### config.mk
export PLATFORM = sky130hd
export DESIGN_NAME = freq_meas
export DESIGN_NICKNAME = d
export VERILOG_FILES = /design/src/rtl/freq_pkg.sv /design/src/rtl/edge_sync.sv /design/src/rtl/freq_meas.sv
export SDC_FILE = /design/constraint.sdc
export NUM_CORES = 1
export LEC_CHECK = 0
export CELL_PAD_IN_SITES_DETAIL_PLACEMENT = 2
export CELL_PAD_IN_SITES_GLOBAL_PLACEMENT = 2
export CORE_ASPECT_RATIO = 0.9
export CORE_UTILIZATION = 37
export DETAILED_ROUTE_END_ITERATION = 10
export GPL_ROUTABILITY_DRIVEN = 0
export PLACE_DENSITY_LB_ADDON = 0.1
export SYNTH_ARGS = -nofsm -noshare
export SYNTH_HDL_FRONTEND = slang
export SYNTH_SLANG_ARGS = --single-unit
### constraint.sdc
create_clock -name clkin -period 5.8 [get_ports clkin]
set_input_delay 0.58 -clock clkin [delete_from_list [all_inputs] [get_ports clkin]]
set_output_delay 0.58 -clock clkin [all_outputs]
set_load 0.005 [all_outputs]
### src/rtl/freq_pkg.sv
// rtl/freq_pkg.sv - shared FSM state type, counter width and tolerance helper for freq_meas
package freq_pkg;

  localparam int COUNT_W = 32;

  typedef enum logic [1:0] {
    WAIT_EDGE = 2'd0,
    MEASURE   = 2'd1,
    LOCK      = 2'd2
  } state_t;

  function automatic logic within_tol(input logic [COUNT_W-1:0] cnt,
                                      input logic [COUNT_W-1:0] nom,
                                      input logic [COUNT_W-1:0] tol);
    logic [COUNT_W-1:0] diff;
    diff = (cnt >= nom) ? cnt - nom : nom - cnt;
    return diff <= tol;
  endfunction

endpackage

### src/rtl/edge_sync.sv
// rtl/edge_sync.sv - two-flop synchroniser and rising-edge detector for sigin
// FREQ_MEAS_DEGLITCH_EN adds a 3-cycle stability filter ahead of the edge detector.
module edge_sync (
  input  logic clk,
  input  logic rst,
  input  logic sig,
  output logic rise
);

  logic s1, s2, s2_d;

  always_ff @(posedge clk or posedge rst) begin
    if (rst) begin
      s1 <= 1'b0;
      s2 <= 1'b0;
    end else begin
      s1 <= sig;
      s2 <= s1;
    end
  end

`ifdef FREQ_MEAS_DEGLITCH_EN
  logic s2_dd, level;

  // level only follows s2 once three consecutive samples agree
  always_ff @(posedge clk or posedge rst) begin
    if (rst) begin
      s2_d  <= 1'b0;
      s2_dd <= 1'b0;
      level <= 1'b0;
    end else begin
      s2_d  <= s2;
      s2_dd <= s2_d;
      if (s2 == s2_d && s2_d == s2_dd)
        level <= s2;
    end
  end

  assign rise = s2 & s2_d & s2_dd & ~level;
`else
  always_ff @(posedge clk or posedge rst) begin
    if (rst)
      s2_d <= 1'b0;
    else
      s2_d <= s2;
  end

  assign rise = s2 & ~s2_d;
`endif

endmodule

### src/rtl/freq_meas.sv
// rtl/freq_meas.sv - measures sigin period in clkin cycles and locks onto one of four divider codes
// Optional FREQ_MEAS_DEGLITCH_EN enables the input stability filter inside edge_sync.
module freq_meas
  import freq_pkg::*;
#(
  parameter int unsigned DIV00 = 50000000,
  parameter int unsigned DIV01 = 150000000,
  parameter int unsigned DIV10 = 25000000,
  parameter int unsigned DIV11 = 175000000,
  parameter int unsigned TOL   = 1024
) (
  input  logic        clkin,
  input  logic        rst,
  input  logic        sigin,
  output logic [1:0]  aa,
  output logic        locked,
  output logic [31:0] period,
  output logic        lost
);

  localparam logic [COUNT_W-1:0] NOM00   = COUNT_W'(2 * (DIV00 + 1));
  localparam logic [COUNT_W-1:0] NOM01   = COUNT_W'(2 * (DIV01 + 1));
  localparam logic [COUNT_W-1:0] NOM10   = COUNT_W'(2 * (DIV10 + 1));
  localparam logic [COUNT_W-1:0] NOM11   = COUNT_W'(2 * (DIV11 + 1));
  localparam logic [COUNT_W-1:0] TOL_V   = COUNT_W'(TOL);
  localparam logic [COUNT_W:0]   TIMEOUT = {1'b0, NOM11} + {1'b0, TOL_V};

  state_t             state;
  logic [COUNT_W-1:0] count;
  logic               rise;
  logic               match;
  logic [1:0]         code;
  logic [1:0]         prev_code;
  logic               prev_valid;
  logic               timeout;

  edge_sync u_sync (
    .clk  (clkin),
    .rst  (rst),
    .sig  (sigin),
    .rise (rise)
  );

  // priority chain: the lowest code wins when tolerance windows overlap
  always_comb begin
    match = 1'b1;
    code  = 2'b00;
    if (within_tol(count, NOM00, TOL_V))
      code = 2'b00;
    else if (within_tol(count, NOM01, TOL_V))
      code = 2'b01;
    else if (within_tol(count, NOM10, TOL_V))
      code = 2'b10;
    else if (within_tol(count, NOM11, TOL_V))
      code = 2'b11;
    else
      match = 1'b0;
  end

  assign timeout = {1'b0, count} > TIMEOUT;

  always_ff @(posedge clkin or posedge rst) begin
    if (rst) begin
      state      <= WAIT_EDGE;
      count      <= '0;
      aa         <= 2'b00;
      locked     <= 1'b0;
      period     <= '0;
      lost       <= 1'b0;
      prev_code  <= 2'b00;
      prev_valid <= 1'b0;
    end else begin
      case (state)
        WAIT_EDGE: begin
          if (rise) begin
            state      <= MEASURE;
            count      <= COUNT_W'(1);
            lost       <= 1'b0;
            prev_valid <= 1'b0;
          end
        end
        MEASURE, LOCK: begin
          // an edge takes precedence over a timeout in the same cycle
          if (rise) begin
            period     <= count;
            count      <= COUNT_W'(1);
            prev_code  <= code;
            prev_valid <= match;
            if (state == LOCK) begin
              if (!match || code != aa) begin
                state  <= MEASURE;
                locked <= 1'b0;
              end
            end else if (match && prev_valid && code == prev_code) begin
              state  <= LOCK;
              aa     <= code;
              locked <= 1'b1;
            end
          end else if (timeout) begin
            state  <= WAIT_EDGE;
            lost   <= 1'b1;
            locked <= 1'b0;
            count  <= '0;
          end else if (count != {COUNT_W{1'b1}}) begin
            count <= count + COUNT_W'(1);
          end
        end
        default: state <= WAIT_EDGE;
      endcase
    end
  end

endmodule

==> impl_metrics.py <==
metrics = {
    "routing": {
        "drt_pass1_iterations": 8,
        "ant_nets": 0,
        "routed_wl_mm": 52.96,
        "drc": 0,
        "via_per_inst": 7.109,
        "drtIter0Drc": 1421,
        "wl_per_cell_um": 31.32,
        "vias": 12021,
    },
    "sta": {
        "hold_violations": 0,
        "rsz0062_at_grt": "false",
        "max_freq_mhz": 179.9,
        "relSlewSlack_pct": 28.38,
        "timing.final.crit_share_pct": 95.82,
        "finalSetupTns_ps": 0,
        "worst_pin_slew_ps": 1074,
        "drv_slew": 0,
        "setup_violations": 0,
        "whs_ps": 348.7,
        "period_needed_ps": 5557,
        "skew_ps": 14.97,
    },
    "yosys": {
        "syn_avg_cell_area_sq_um": 7.190,
        "ys_ff_latch": 76,
        "async_reset_ff_share_pct": 100.0,
        "yosysWarnings": 0,
        "syn_nets": 1327,
        "synthCells": 1314,
        "synth_edf_count": 0,
        "yosys_most_used_dff": "dfrtp_1",
        "ys_seq_area_share_pct": 20.13,
        "ys_types": 88,
        "synthesis.area_sq_um": 9448,
    },
    "status": {
        "status": "finished clean",
    },
    "global_route": {
        "antenna_found_initial": 1,
        "use_met3_pct": 8.185,
        "grt_use_total_pct": 40.60,
        "grt_pass1_wl_mm": 79.38,
        "grt_overflow": 0,
        "first_global_vias": 12187,
        "use_met2_pct": 61.30,
        "grt-busiest-layer": "met2",
        "use_met1_pct": 54.33,
        "grt_max_degree": 77,
    },
    "finish": {
        "area_growth_syn_to_layout_pct": 14.82,
        "stdcell_area_sq_um": 10850,
        "nNetsFinal": 1358,
        "layout.cells.non_filler": 1691,
        "antenna_cells": 0,
        "drive_gt1_share_pct": 12.97,
        "nFillCells": 2942,
    },
    "placed_design": {
        "portBuffers": 38,
        "dp_cells": 1676,
        "placed_area_sq_um": 10550,
        "dp_hpwl_mm": 39.19,
    },
    "clock_tree": {
        "cts_tree": "yes",
        "clock_path_buffers": 2,
        "cts_setup_buffers": 0,
        "clkSinkCount": 76,
        "cts_resized": 0,
        "cts_max_level": 3,
        "numCtsBuffers": 9,
        "clk_latency_ps": 360,
        "root_buffer": "clkbuf_16",
        "clk_pin_slew_ps": 80,
        "cts_hold_buf": 0,
    },
    "worst_setup_path": {
        "required_ps": 6090,
        "cp_cell_sequence": "buf_4, or4b_1, a2111oi_0, buf_4, nand3_1, or3_1, o21ai_0, nand4_1, a211oi_1, nand4_2, o31ai_4, mux2i_1, a211o_1, or4_1, nand3_1",
        "cpMaxStageDelayCell": "a2111oi_0",
        "cp.arrival_ps": 5850,
        "crit_fanout": 16,
        "cp-start-kind": "flip-flop",
        "endpoint_kind": "flip-flop",
        "max_stage_delay_ps": 900,
        "path_class": "flip-flop to flip-flop",
    },
    "die": {
        "die_w_um": 170.4,
        "start_util_pct": 37.61,
        "fp.dieH_um": 153.6,
        "die_area_sq_um": 26180,
        "rows": 55,
        "ioPinCount": 39,
        "core_area_sq_um": 25120,
    },
    "power": {
        "leakage_nw": 4.193,
        "combPwrFrac_pct": 31.9,
        "pwr-share-clk_pct": 35.2,
        "p_int_mw": 1.059,
        "p_sw_share_pct": 41.01,
        "switching_power_mw": 0.7367,
        "ir_drop_mv": 0.1147,
        "fin_total_pwr_mw": 1.796,
        "seq_power_share_pct": 32.8,
        "pwr_density_cell_nw_per_um2": 165.6,
    },
    "flow_run": {
        "maxCapViolCount": 0,
    },
    "hold_path": {
        "min_path_type": "flip-flop to flip-flop",
    },
}
==> synthesized netlist by cell type, types with 7 or more instances <==
master | count | area, sq um
nand4_1 | 42 | 262.8
o221ai_1 | 7 | 61.31
nor4_1 | 16 | 100.1
a41oi_1 | 8 | 70.07
a31o_2 | 7 | 61.31
xnor2_1 | 54 | 473.0
nand2_1 | 147 | 551.8
a211oi_1 | 17 | 127.6
inv_1 | 21 | 78.83
o31ai_1 | 15 | 112.6
o211ai_1 | 14 | 105.1
nand3_1 | 53 | 265.3
buf_1 | 16 | 60.06
xor2_1 | 16 | 140.1
and3_1 | 14 | 87.58
mux2i_1 | 23 | 230.2
a31oi_1 | 32 | 200.2
o21a_1 | 9 | 67.56
or2_2 | 11 | 68.82
ha_1 | 10 | 125.1
a21o_1 | 8 | 60.06
dfrtp_1 | 76 | 1902
and4_1 | 9 | 78.83
or4_1 | 19 | 142.6
clkbuf_1 | 79 | 296.5
a21oi_1 | 72 | 360.4
o21ai_0 | 90 | 450.4
a211o_1 | 11 | 96.34
nor2b_1 | 14 | 87.58
mux2_2 | 22 | 247.7
a221oi_1 | 8 | 70.07
nand2b_1 | 19 | 118.9
buf_2 | 19 | 95.09
nor3_1 | 45 | 225.2
a2111oi_0 | 15 | 131.4
or3_1 | 17 | 106.4
nor2_1 | 120 | 450.4
==> layout by cell type, fill, tap and decap left out, types with 42 or more instances in the layout <==
master,n
xnor2_1,54
nor3_1,45
nand3_1,53
nor2_1,120
dfrtp_1,76
nand4_1,42
a21oi_1,72
buf_4,98
o21ai_0,90
nand2_1,146
==> flip-flops by register name, indices dropped and copies added, names as in the netlist <==
register     flops
aa               2
count           32
locked           1
lost             1
period          32
prev_code        2
prev_valid       1
state            2
u_sync.s1        1
u_sync.s2        1
u_sync.s2_d      1
==> path summary, 6_finish.rpt <==
check                                       from                endpoint  slack (ps)  depth (start not counted)
setup / recovery           count[14]$_DFFE_PP0P_    state[1]$_DFFE_PP0P_         240                         15
hold / removal               u_sync.s1$_DFF_PP0_     u_sync.s2$_DFF_PP0_         350                          0
setup reg to reg           count[14]$_DFFE_PP0P_    state[1]$_DFFE_PP0P_         240                         15
hold reg to reg              u_sync.s1$_DFF_PP0_     u_sync.s2$_DFF_PP0_         350                          0
max in group asynchronous                    rst  period[18]$_DFFE_PP0P_        4230                          3
min in group asynchronous                    rst        lost$_DFFE_PP0P_         880                          3
==> layout make-up <==
cell class,instances,area [sq um],area share [%]
clock buffers,10,229.0,2.111
well taps,342,427.9,3.945
multi-input cells,1095,6993,64.46
clock inverters,5,61.31,0.5652
repair buffers,137,1136,10.47
inverters,26,98.84,0.9112
flip-flops and latches,76,1902,17.53
==> kinds of logic after synthesis <==
| family | Yosys count | share of synthesized area, % |
|---|---|---|
| simple gates | 576 | 32.21 |
| compound gates | 394 | 28.62 |
| buf+inv | 143 | 6.171 |
| flops | 76 | 20.13 |
| xor+xnor | 70 | 6.489 |
| mux | 45 | 5.059 |
| fa+ha+maj | 10 | 1.324 |
==> worst max-delay path, delay by kind of cell, from the launching register on <==
kind	cells	cell delay, ps
AND/OR/NAND/NOR	7	2180
AO/OA/AOI/OAI	5	1870
flip-flops	1	680
buffers and inverters	2	590
multiplexers	1	140
==> per-stage QoR <==
| stage | setup WS (ps) | utilization, % |
|---|---|---|
| 2_1_floorplan | 1620 | - |
| 3_3_place_gp | 274.0 | 41.98 |
| 3_5_place_dp | 117.5 | 41.98 |
| 4_1_cts | 95.20 | 43.14 |
| 5_1_grt | 135.4 | 43.19 |
| 6_report | 242.7 | 43.19 |
==> metal layers <==
metal	share of wire, %	wire length (um)
met1	41	21970
met5	0	0
met4	5.9	3106
met3	9.8	5209
met2	43	22680
==> power groups by stage <==
stage / logic, mW / clock network, mW / registers [mW]
final: 0.574 / 0.633 / 0.590
after global routing: 0.612 / 0.649 / 0.595
after CTS: 0.560 / 0.635 / 0.589
after detailed placement: 0.555 / 0 / 0.600
after global placement: 0.532 / 0 / 0.597
after floorplan: 0.338 / 0 / 0.583
Power figures use the tool's default switching activity.
